`src/rtl/instr_fetch_unit.sv`:
```
// ---------------------------------------------------------------------------
// instr_fetch_unit
//   RV32I instruction fetch stage. Drives a combinational instruction ROM
//   from the fetch PC, captures {pc, instr} into a small prefetch FIFO and
//   presents the FIFO head to decode with a valid/ready handshake. A redirect
//   from execute flushes the FIFO and restarts fetch at the new PC.
//
// Optional build macro: FETCH_MISALIGN_CHK_EN
//   defined   : a redirect to a non word-aligned PC sets a sticky fetch_err,
//               flushes the FIFO and parks the FSM in HALT until reset.
//   undefined : fetch_err is 0, redirect_pc[1:0] is ignored (forced to 0).
//
// Ports:
//   clk            in   system clock, rising edge
//   reset          in   asynchronous active-high reset
//   imem_addr      out  ROM byte address (= fetch PC)
//   imem_data      in   ROM word at imem_addr[31:2], same cycle
//   id_valid       out  FIFO head valid for decode
//   id_ready       in   decode accepts head this cycle
//   id_instr       out  head instruction, NOP_INSTR when empty
//   id_pc          out  head PC, 0 when empty
//   redirect_valid in   execute requests a PC change
//   redirect_pc    in   new fetch PC
//   fetch_err      out  sticky misaligned-redirect flag
// ---------------------------------------------------------------------------
module instr_fetch_unit #(
  parameter logic [31:0] RESET_PC  = 32'h0000_0000,
  parameter int unsigned DEPTH     = 4,
  parameter logic [31:0] NOP_INSTR = 32'h0000_0013
) (
  input  logic        clk,
  input  logic        reset,
  output logic [31:0] imem_addr,
  input  logic [31:0] imem_data,
  output logic        id_valid,
  input  logic        id_ready,
  output logic [31:0] id_instr,
  output logic [31:0] id_pc,
  input  logic        redirect_valid,
  input  logic [31:0] redirect_pc,
  output logic        fetch_err
);

  localparam int unsigned PW = $clog2(DEPTH);
  localparam int unsigned CW = PW + 1;

  typedef enum logic [1:0] {
    S_BOOT  = 2'd0,
    S_FETCH = 2'd1,
    S_HALT  = 2'd2
  } state_e;

  state_e        state_q;
  logic [31:0]   fetch_pc_q;
  logic [CW-1:0] count_q;
  logic [PW-1:0] rd_ptr_q;
  logic [PW-1:0] wr_ptr_q;
  logic          fetch_err_q;

  logic [31:0]   pc_mem    [DEPTH];
  logic [31:0]   instr_mem [DEPTH];

  logic          empty_s;
  logic          full_s;
  logic          pop_s;
  logic          push_s;
  logic          misalign_s;
  logic [31:0]   redirect_tgt_s;

`ifdef FETCH_MISALIGN_CHK_EN
  assign misalign_s     = redirect_valid & (redirect_pc[1:0] != 2'b00);
  assign redirect_tgt_s = redirect_pc;
`else
  assign misalign_s     = 1'b0;
  // Low address bits are meaningless without the checker, so drop them.
  assign redirect_tgt_s = redirect_pc & 32'hFFFF_FFFC;
`endif

  assign empty_s   = (count_q == {CW{1'b0}});
  assign full_s    = (count_q == CW'(DEPTH));
  assign imem_addr = fetch_pc_q;
  // A redirect hides the (about to be flushed) head from decode.
  assign id_valid  = ~empty_s & ~redirect_valid;
  assign pop_s     = id_valid & id_ready;
  // A same-cycle pop frees a slot, so a full FIFO still streams 1/cycle.
  assign push_s    = (state_q == S_FETCH) & ~redirect_valid & (~full_s | pop_s);
  assign id_instr  = empty_s ? NOP_INSTR : instr_mem[rd_ptr_q];
  assign id_pc     = empty_s ? 32'h0000_0000 : pc_mem[rd_ptr_q];
  assign fetch_err = fetch_err_q;

  // Control FSM, fetch PC, FIFO pointers/count and the sticky error flag.
  always_ff @(posedge clk or posedge reset) begin
    if (reset) begin
      state_q     <= S_BOOT;
      fetch_pc_q  <= RESET_PC;
      count_q     <= {CW{1'b0}};
      rd_ptr_q    <= {PW{1'b0}};
      wr_ptr_q    <= {PW{1'b0}};
      fetch_err_q <= 1'b0;
    end else begin
      fetch_err_q <= fetch_err_q | misalign_s;

      if (misalign_s) begin
        state_q <= S_HALT;
      end else begin
        case (state_q)
          S_BOOT:  state_q <= S_FETCH;
          S_FETCH: state_q <= S_FETCH;
          S_HALT:  state_q <= S_HALT;
          default: state_q <= S_BOOT;
        endcase
      end

      if (redirect_valid) begin
        count_q    <= {CW{1'b0}};
        rd_ptr_q   <= {PW{1'b0}};
        wr_ptr_q   <= {PW{1'b0}};
        fetch_pc_q <= redirect_tgt_s;
      end else begin
        if (push_s) begin
          wr_ptr_q   <= wr_ptr_q + PW'(1'b1);
          fetch_pc_q <= fetch_pc_q + 32'd4;
        end
        if (pop_s) begin
          rd_ptr_q <= rd_ptr_q + PW'(1'b1);
        end
        case ({push_s, pop_s})
          2'b10:   count_q <= count_q + CW'(1'b1);
          2'b01:   count_q <= count_q - CW'(1'b1);
          default: count_q <= count_q;
        endcase
      end
    end
  end

  // FIFO storage; contents are only observed while count is non-zero.
  always_ff @(posedge clk) begin
    if (push_s) begin
      pc_mem[wr_ptr_q]    <= fetch_pc_q;
      instr_mem[wr_ptr_q] <= imem_data;
    end
  end

endmodule

```
`config.mk`:
```
export PLATFORM = sky130hd
export DESIGN_NAME = instr_fetch_unit
export DESIGN_NICKNAME = d
export VERILOG_FILES = /design/src/rtl/instr_fetch_unit.sv
export SDC_FILE = /design/constraint.sdc
export NUM_CORES = 1
export LEC_CHECK = 0
export BUFFER_PORTS_ARGS = -buffer_cell sky130_fd_sc_hd__buf_2
export CAP_MARGIN = 5
export CORE_UTILIZATION = 55
export CTS_CLUSTER_DIAMETER = 50
export DETAILED_ROUTE_END_ITERATION = 16
export PLACE_DENSITY = 0.77
export SETUP_SLACK_MARGIN = 0.2
export SYNTH_ARGS = -nofsm -noshare
export SYNTH_HDL_FRONTEND = slang
export SYNTH_SLANG_ARGS = --single-unit
```
`constraint.sdc`:
```
create_clock -name clk -period 3.42 [get_ports clk]
set_clock_uncertainty 0.05 [all_clocks]
set_input_delay 0.342 -clock clk [delete_from_list [all_inputs] [get_ports clk]]
set_output_delay 0.342 -clock clk [all_outputs]
set_load 0.005 [all_outputs]
```
== After elaboration in Yosys (flattened, before gate mapping) ==
Memories as Yosys holds them, arrays and structs flattened.
Index checks and enable logic that the tools add are counted.

* Flip-flop bits (word level): 41
* Memory bits (writable): 256
* Input bits: 68
* Word-level logic and storage cells: 44
* Memories: 2

{| class="wikitable"
|+ Memory list
! memory !! words !! bits a word !! rd ports !! clocked after Yosys merged registers in !! write ports !! line !! RTL
|-
| instr_mem || 4 || 32 || 1 || 0 || 1 || 61 || <nowiki>logic [31:0] instr_mem [DEPTH];</nowiki>
|-
| pc_mem || 4 || 32 || 1 || 0 || 1 || 60 || <nowiki>logic [31:0] pc_mem [DEPTH];</nowiki>
|}

* $add $sub $neg: 5
* Equal/unequal tests: 5
* Mux-type cells: 13
* Bitwise operators: 8
* Reductions and logical operators: 6

{| class="wikitable"
|+ Operators by type and width
! kind !! number
|-
| 2-to-1 mux 32 bit || 4
|-
| adder 32 x 3 -> 32 bit, second input constant || 1
|-
| 2-to-1 mux 2 bit || 4
|-
| one-hot mux 3 bit (2 select lines) || 1
|-
| adder 2 x 1 -> 2 bit, second input constant || 2
|-
| bitwise AND 1 bit || 4
|-
| equality test 2 x 1 -> 1 bit, second input constant || 2
|-
| equality test 2 bit, second input constant || 2
|-
| one-hot mux 2 bit (2 select lines) || 1
|-
| nonzero test 2 bit || 2
|-
| adder 3 x 1 -> 3 bit, second input constant || 1
|-
| equality test 3 bit, second input constant || 1
|-
| logical NOT 3 bit || 1
|-
| 2-to-1 mux 3 bit || 1
|-
| inverter 1 bit || 3
|-
| nonzero test 3 bit || 1
|-
| subtractor 3 x 1 -> 3 bit, second input constant || 1
|-
| logical NOT 2 bit || 1
|-
| 2-to-1 mux 1 bit || 2
|-
| OR reduction 2 bit || 1
|-
| OR 1 bit || 1
|}

== Depth between registers and ports, before layout ==
* Depth in word-level cells: 9
* Mapped depth: 8
* Mapped depth without buffers: 7

== Worst setup path before layout ==
OpenSTA, ideal clock, no wires.

* Path kind: register to register
* From: reg state_q[1]
* To: mem instr_mem[0][0], enable pin
* Setup time: 0.426 ns
* Arrival time: 2.349 ns
* Path slack: 0.595 ns
* Cell stages (with the launch flop): 4
* Cell sequence: dfrtp_1 nand2b_1 nor3_1 and2_1

* Cells in the longest elaborated chain, start to end: 5

{| class="wikitable"
|+ Ends and longest elaborated chain
! item !! line !! RTL
|-
| start, declared || 53 || <nowiki>state_e state_q;</nowiki>
|-
| start signal, assigned || 94 || <nowiki>state_q <= S_BOOT;</nowiki>
|-
| start signal, assigned || 104 || <nowiki>state_q <= S_HALT;</nowiki>
|-
| start signal, assigned || 107 || <nowiki>S_BOOT: state_q <= S_FETCH;</nowiki>
|-
| equality test 2 x 1 -> 1 bit || 86 || <nowiki>assign push_s = (state_q == S_FETCH) & ~redirect_valid & (~full_s | pop_s);</nowiki>
|-
| bitwise AND 1 bit (2 in series) || 86 ||
|-
| 2-to-1 mux 1 bit || 138 || <nowiki>if (push_s) begin</nowiki>
|-
| 2-to-1 mux 1 bit (not written as such) || 140 || <nowiki>instr_mem[wr_ptr_q] <= imem_data;</nowiki>
|-
| end, declared || 61 ||
|}

Every way passes these cells.

== Final worst setup path ==
* From: reg rd_ptr_q[0]
* To: out id_pc[19]

* Cells in the longest elaborated chain, start to end: 2

{| class="wikitable"
|+ Ends and longest elaborated chain
! item !! line !! RTL
|-
| start, declared || 56 || <nowiki>logic [PW-1:0] rd_ptr_q;</nowiki>
|-
| start signal, assigned || 97 || <nowiki>rd_ptr_q <= {PW{1'b0}};</nowiki>
|-
| start signal, assigned || 116 || <nowiki>rd_ptr_q <= {PW{1'b0}};</nowiki>
|-
| start signal, assigned || 125 || <nowiki>rd_ptr_q <= rd_ptr_q + PW'(1'b1);</nowiki>
|-
| memory read (4 x 32 bit) || n/a ||
|-
| 2-to-1 mux 32 bit || 88 || <nowiki>assign id_pc = empty_s ? 32'h0000_0000 : pc_mem[rd_ptr_q];</nowiki>
|-
| end, declared || 38 || <nowiki>output logic [31:0] id_pc,</nowiki>
|}

Every way passes these cells.

==> metrics.yaml <==
layout-drive-gt1-share_pct: 32.0
async_flop_share_pct: 13.6
criticalPathCategory: "reg -> out"
pin_count: 166
cp.required_ns: 3.03
gp_congestion: 0.832
clockRootBuffer: "clkbuf_16"
final_common_cell: "edfxtp_1"
slew_headroom_pct: 34.0
vias_per_cell: 5.81
fin_ws_ns: 0.565
hp-class: "in -> async"
rsz0062_at_grt: "no"
cts.sinks: 287
core_um2: 21100
grt_start_max_net_pins: 61
dpl.hpwl_um: 15600
comb_power_share_pct: 24.6
routedWlPerCell_um: 21.2
dieArea_um2: 22200
status: "complete, but fails checks"
post-route-period-util_pct: 83.5
finalMaxSlewViolations: 0
port-buffer-count: 158
fin_util_pct: 68.4
ir_worst_vdd_mv: 0.509
path_buf_inv: 2
cp_max_fo: 26
cts_buffer_depth: 3
grt_first_pass_wirelength_um: 40100
totalPowerFinal_mw: 10.0
htreeDepth: 1
diodes: 0
crit_family: "flip-flops"
leakage_nw: 5.13
crit_path_start_kind: "register"
violations: "hold timing"
clk_pin_slew_ns: 0.06
pwr-share-clk_pct: 30.7
drtIter0Drc: 496
crit_slowest_cell: "dfrtp_4"
post-place-cells: 1103
drc: 0
arrival_ns: 2.46
timing_hold_violations_final: 8
hold-worst-slack_ns: -0.00233
postCtsSetupRepairBufs: 0
ctsResizeCount: 0
syn2layout_area_growth_pct: 21.6
dieHeight_um: 149
switchingPower_mw: 2.76
preCtsSetupSlack_ns: 0.892
insertion_delay_ns: 0.55
yosys_most_used_dff: "edfxtp_1"
power_density_nw_per_um2: 696
drt_first_pass_iters: 5
netSwitchingFraction_pct: 27.5
p_seq_share_pct: 44.7
ys_seq_area_share_pct: 71.0
p_int_mw: 7.28
setup_tns_ns: 0
routed_wl_um: 25600
synth_area_um2: 11900
antenna_left: 0
vias: 7018
synth_edf_count: 248
synthesis.instances: 690
start_util_pct: 56.2
antenna_found_initial: 0
endpoint_kind: "output port"
grt_pass1_vias: 7246
worstMarginPinSlew_ns: 0.989
synth_cell_types: 50
die_w_um: 149
setup_viol: 0
ys_seq_elements: 287
ctsHoldBuffers: 48
grtUsageTotal_pct: 24.1
path_cells: "buf_12 -> mux4_2 -> and2_1 -> buf_2"
grt_overflow_total: 0
tritoncts: "yes"
finalNonFillerCells: 1207
max-cap-violations: 0
critical_path.max_stage_delay_ns: 0.73
mostFrequentLayoutCells: "248 x edfxtp_1, 158 x buf_2, 62 x mux4_2, 59 x and2_1, 48 x dlygate4sd3_1"
cts_buffers: 30
finalCriticalPeriod_ns: 2.86
ys_warn_count: 0
syn_avg_cell_area_um2: 17.2
fmax_mhz: 350
nNetsFinal: 982
rows: 53
flip-flops by register name (all words and copies together) (netlist names):
register   cells
pc_mem       120
state_q        2
count_q        3
wr_ptr_q       2
rd_ptr_q       2
instr_mem    128
imem_addr     30
power by group through the flow:
stage | Sequential, mW | Clock [mW] | Combinational (mW)
4_1_cts | 4.50 | 3.15 | 2.51
3_5_place_dp | 4.56 | 0 | 2.45
5_1_grt | 4.54 | 3.28 | 2.71
3_3_place_gp | 4.54 | 0 | 2.42
2_1_floorplan | 4.40 | 0 | 1.58
6_report | 4.49 | 3.09 | 2.47
routing by layer:
| layer | up-vias | wire length (µm) | global-route usage [%] |
|---|---|---|---|
| li1 | 3170 | - | - |
| met1 | 3544 | 10500 | 32.6 |
| met2 | 260 | 12800 | 40.7 |
| met3 | 44 | 1690 | 4.01 |
| met4 | 0 | 541 | 6.73 |
| met5 | - | 0 | 0 |
per-stage QoR:
| step | area (µm²) | hold slack, ns |
|---|---|---|
| after floorplan | 11900 | 0.391 |
| after global placement | 13000 | 0.416 |
| after detailed placement | 13000 | 0.427 |
| after CTS | 14400 | 0.00147 |
| after global routing | 14400 | 0.0167 |
| final | 14400 | -0.00233 |
final timing paths:
path                                          from                        end  slack, ns  depth (start not counted)
setup / recovery           rd_ptr_q[0]$_DFFE_PP0P_                  id_pc[19]       0.56                          4
hold / removal                               reset  imem_addr[30]$_DFFE_PP0P_     -0.002                          2
setup reg to reg            count_q[0]$_DFFE_PP0P_     pc_mem[1][9]$_DFFE_PP_       0.90                          5
hold reg to reg               state_q[0]$_DFF_PP0_       state_q[1]$_DFF_PP0_       0.44                          1
max in group asynchronous                    reset   imem_addr[9]$_DFFE_PP0P_       2.54                          3
min in group clk                   redirect_pc[17]  imem_addr[17]$_DFFE_PP0P_       0.01                          3
layout make-up:
type,count,area (µm²)
clock inverter,14,141
clock buffer,42,806
timing repair buffer,224,1430
fill,1435,6670
multi-input combinational,356,3240
tap,275,344
inverter,9,33.8
sequential,287,8430
Yosys cell counts (all sizes together), types with 2 or more instances:
library cell	count	share of area, %
nand3	31	1.4
clkbuf	25	0.79
xnor2	7	0.52
nor2b	7	0.37
inv	9	0.28
o311ai	2	0.15
edfxtp	248	63
o211ai	7	0.44
o31a	3	0.22
a21boi	2	0.13
a22oi	5	0.32
nor3	11	0.46
and4	3	0.22
ha	5	0.53
nand2	24	0.76
nor2	19	0.60
nand2b	2	0.11
or4	9	0.57
xor2	5	0.37
dfrtp	39	8.2
a21oi	6	0.25
o21ai	16	0.68
mux4	62	12
and3	4	0.21
buf	17	0.82
a31oi	6	0.32
and2	63	3.3
or2	4	0.21
or3	6	0.32
nor4	7	0.37
nor3b	2	0.13
nand4	13	0.74
o31ai	7	0.44
o41ai	2	0.15
nor4b	2	0.20
cells by family (layout without fill, tap and decap cells):
kind of cell / Yosys count / in the layout / share of synthesized area [%]
compound gates: 59 / 59 / 3.31
fa+ha+maj: 6 / 6 / 0.696
flops: 287 / 287 / 71.0
xor+xnor: 12 / 12 / 0.886
other cells: 1 / 5 / 0.0316
mux: 64 / 64 / 12.0
simple gates: 210 / 210 / 10.2
buf+inv: 51 / 289 / 1.90
(Power assumes the default switching activity.)
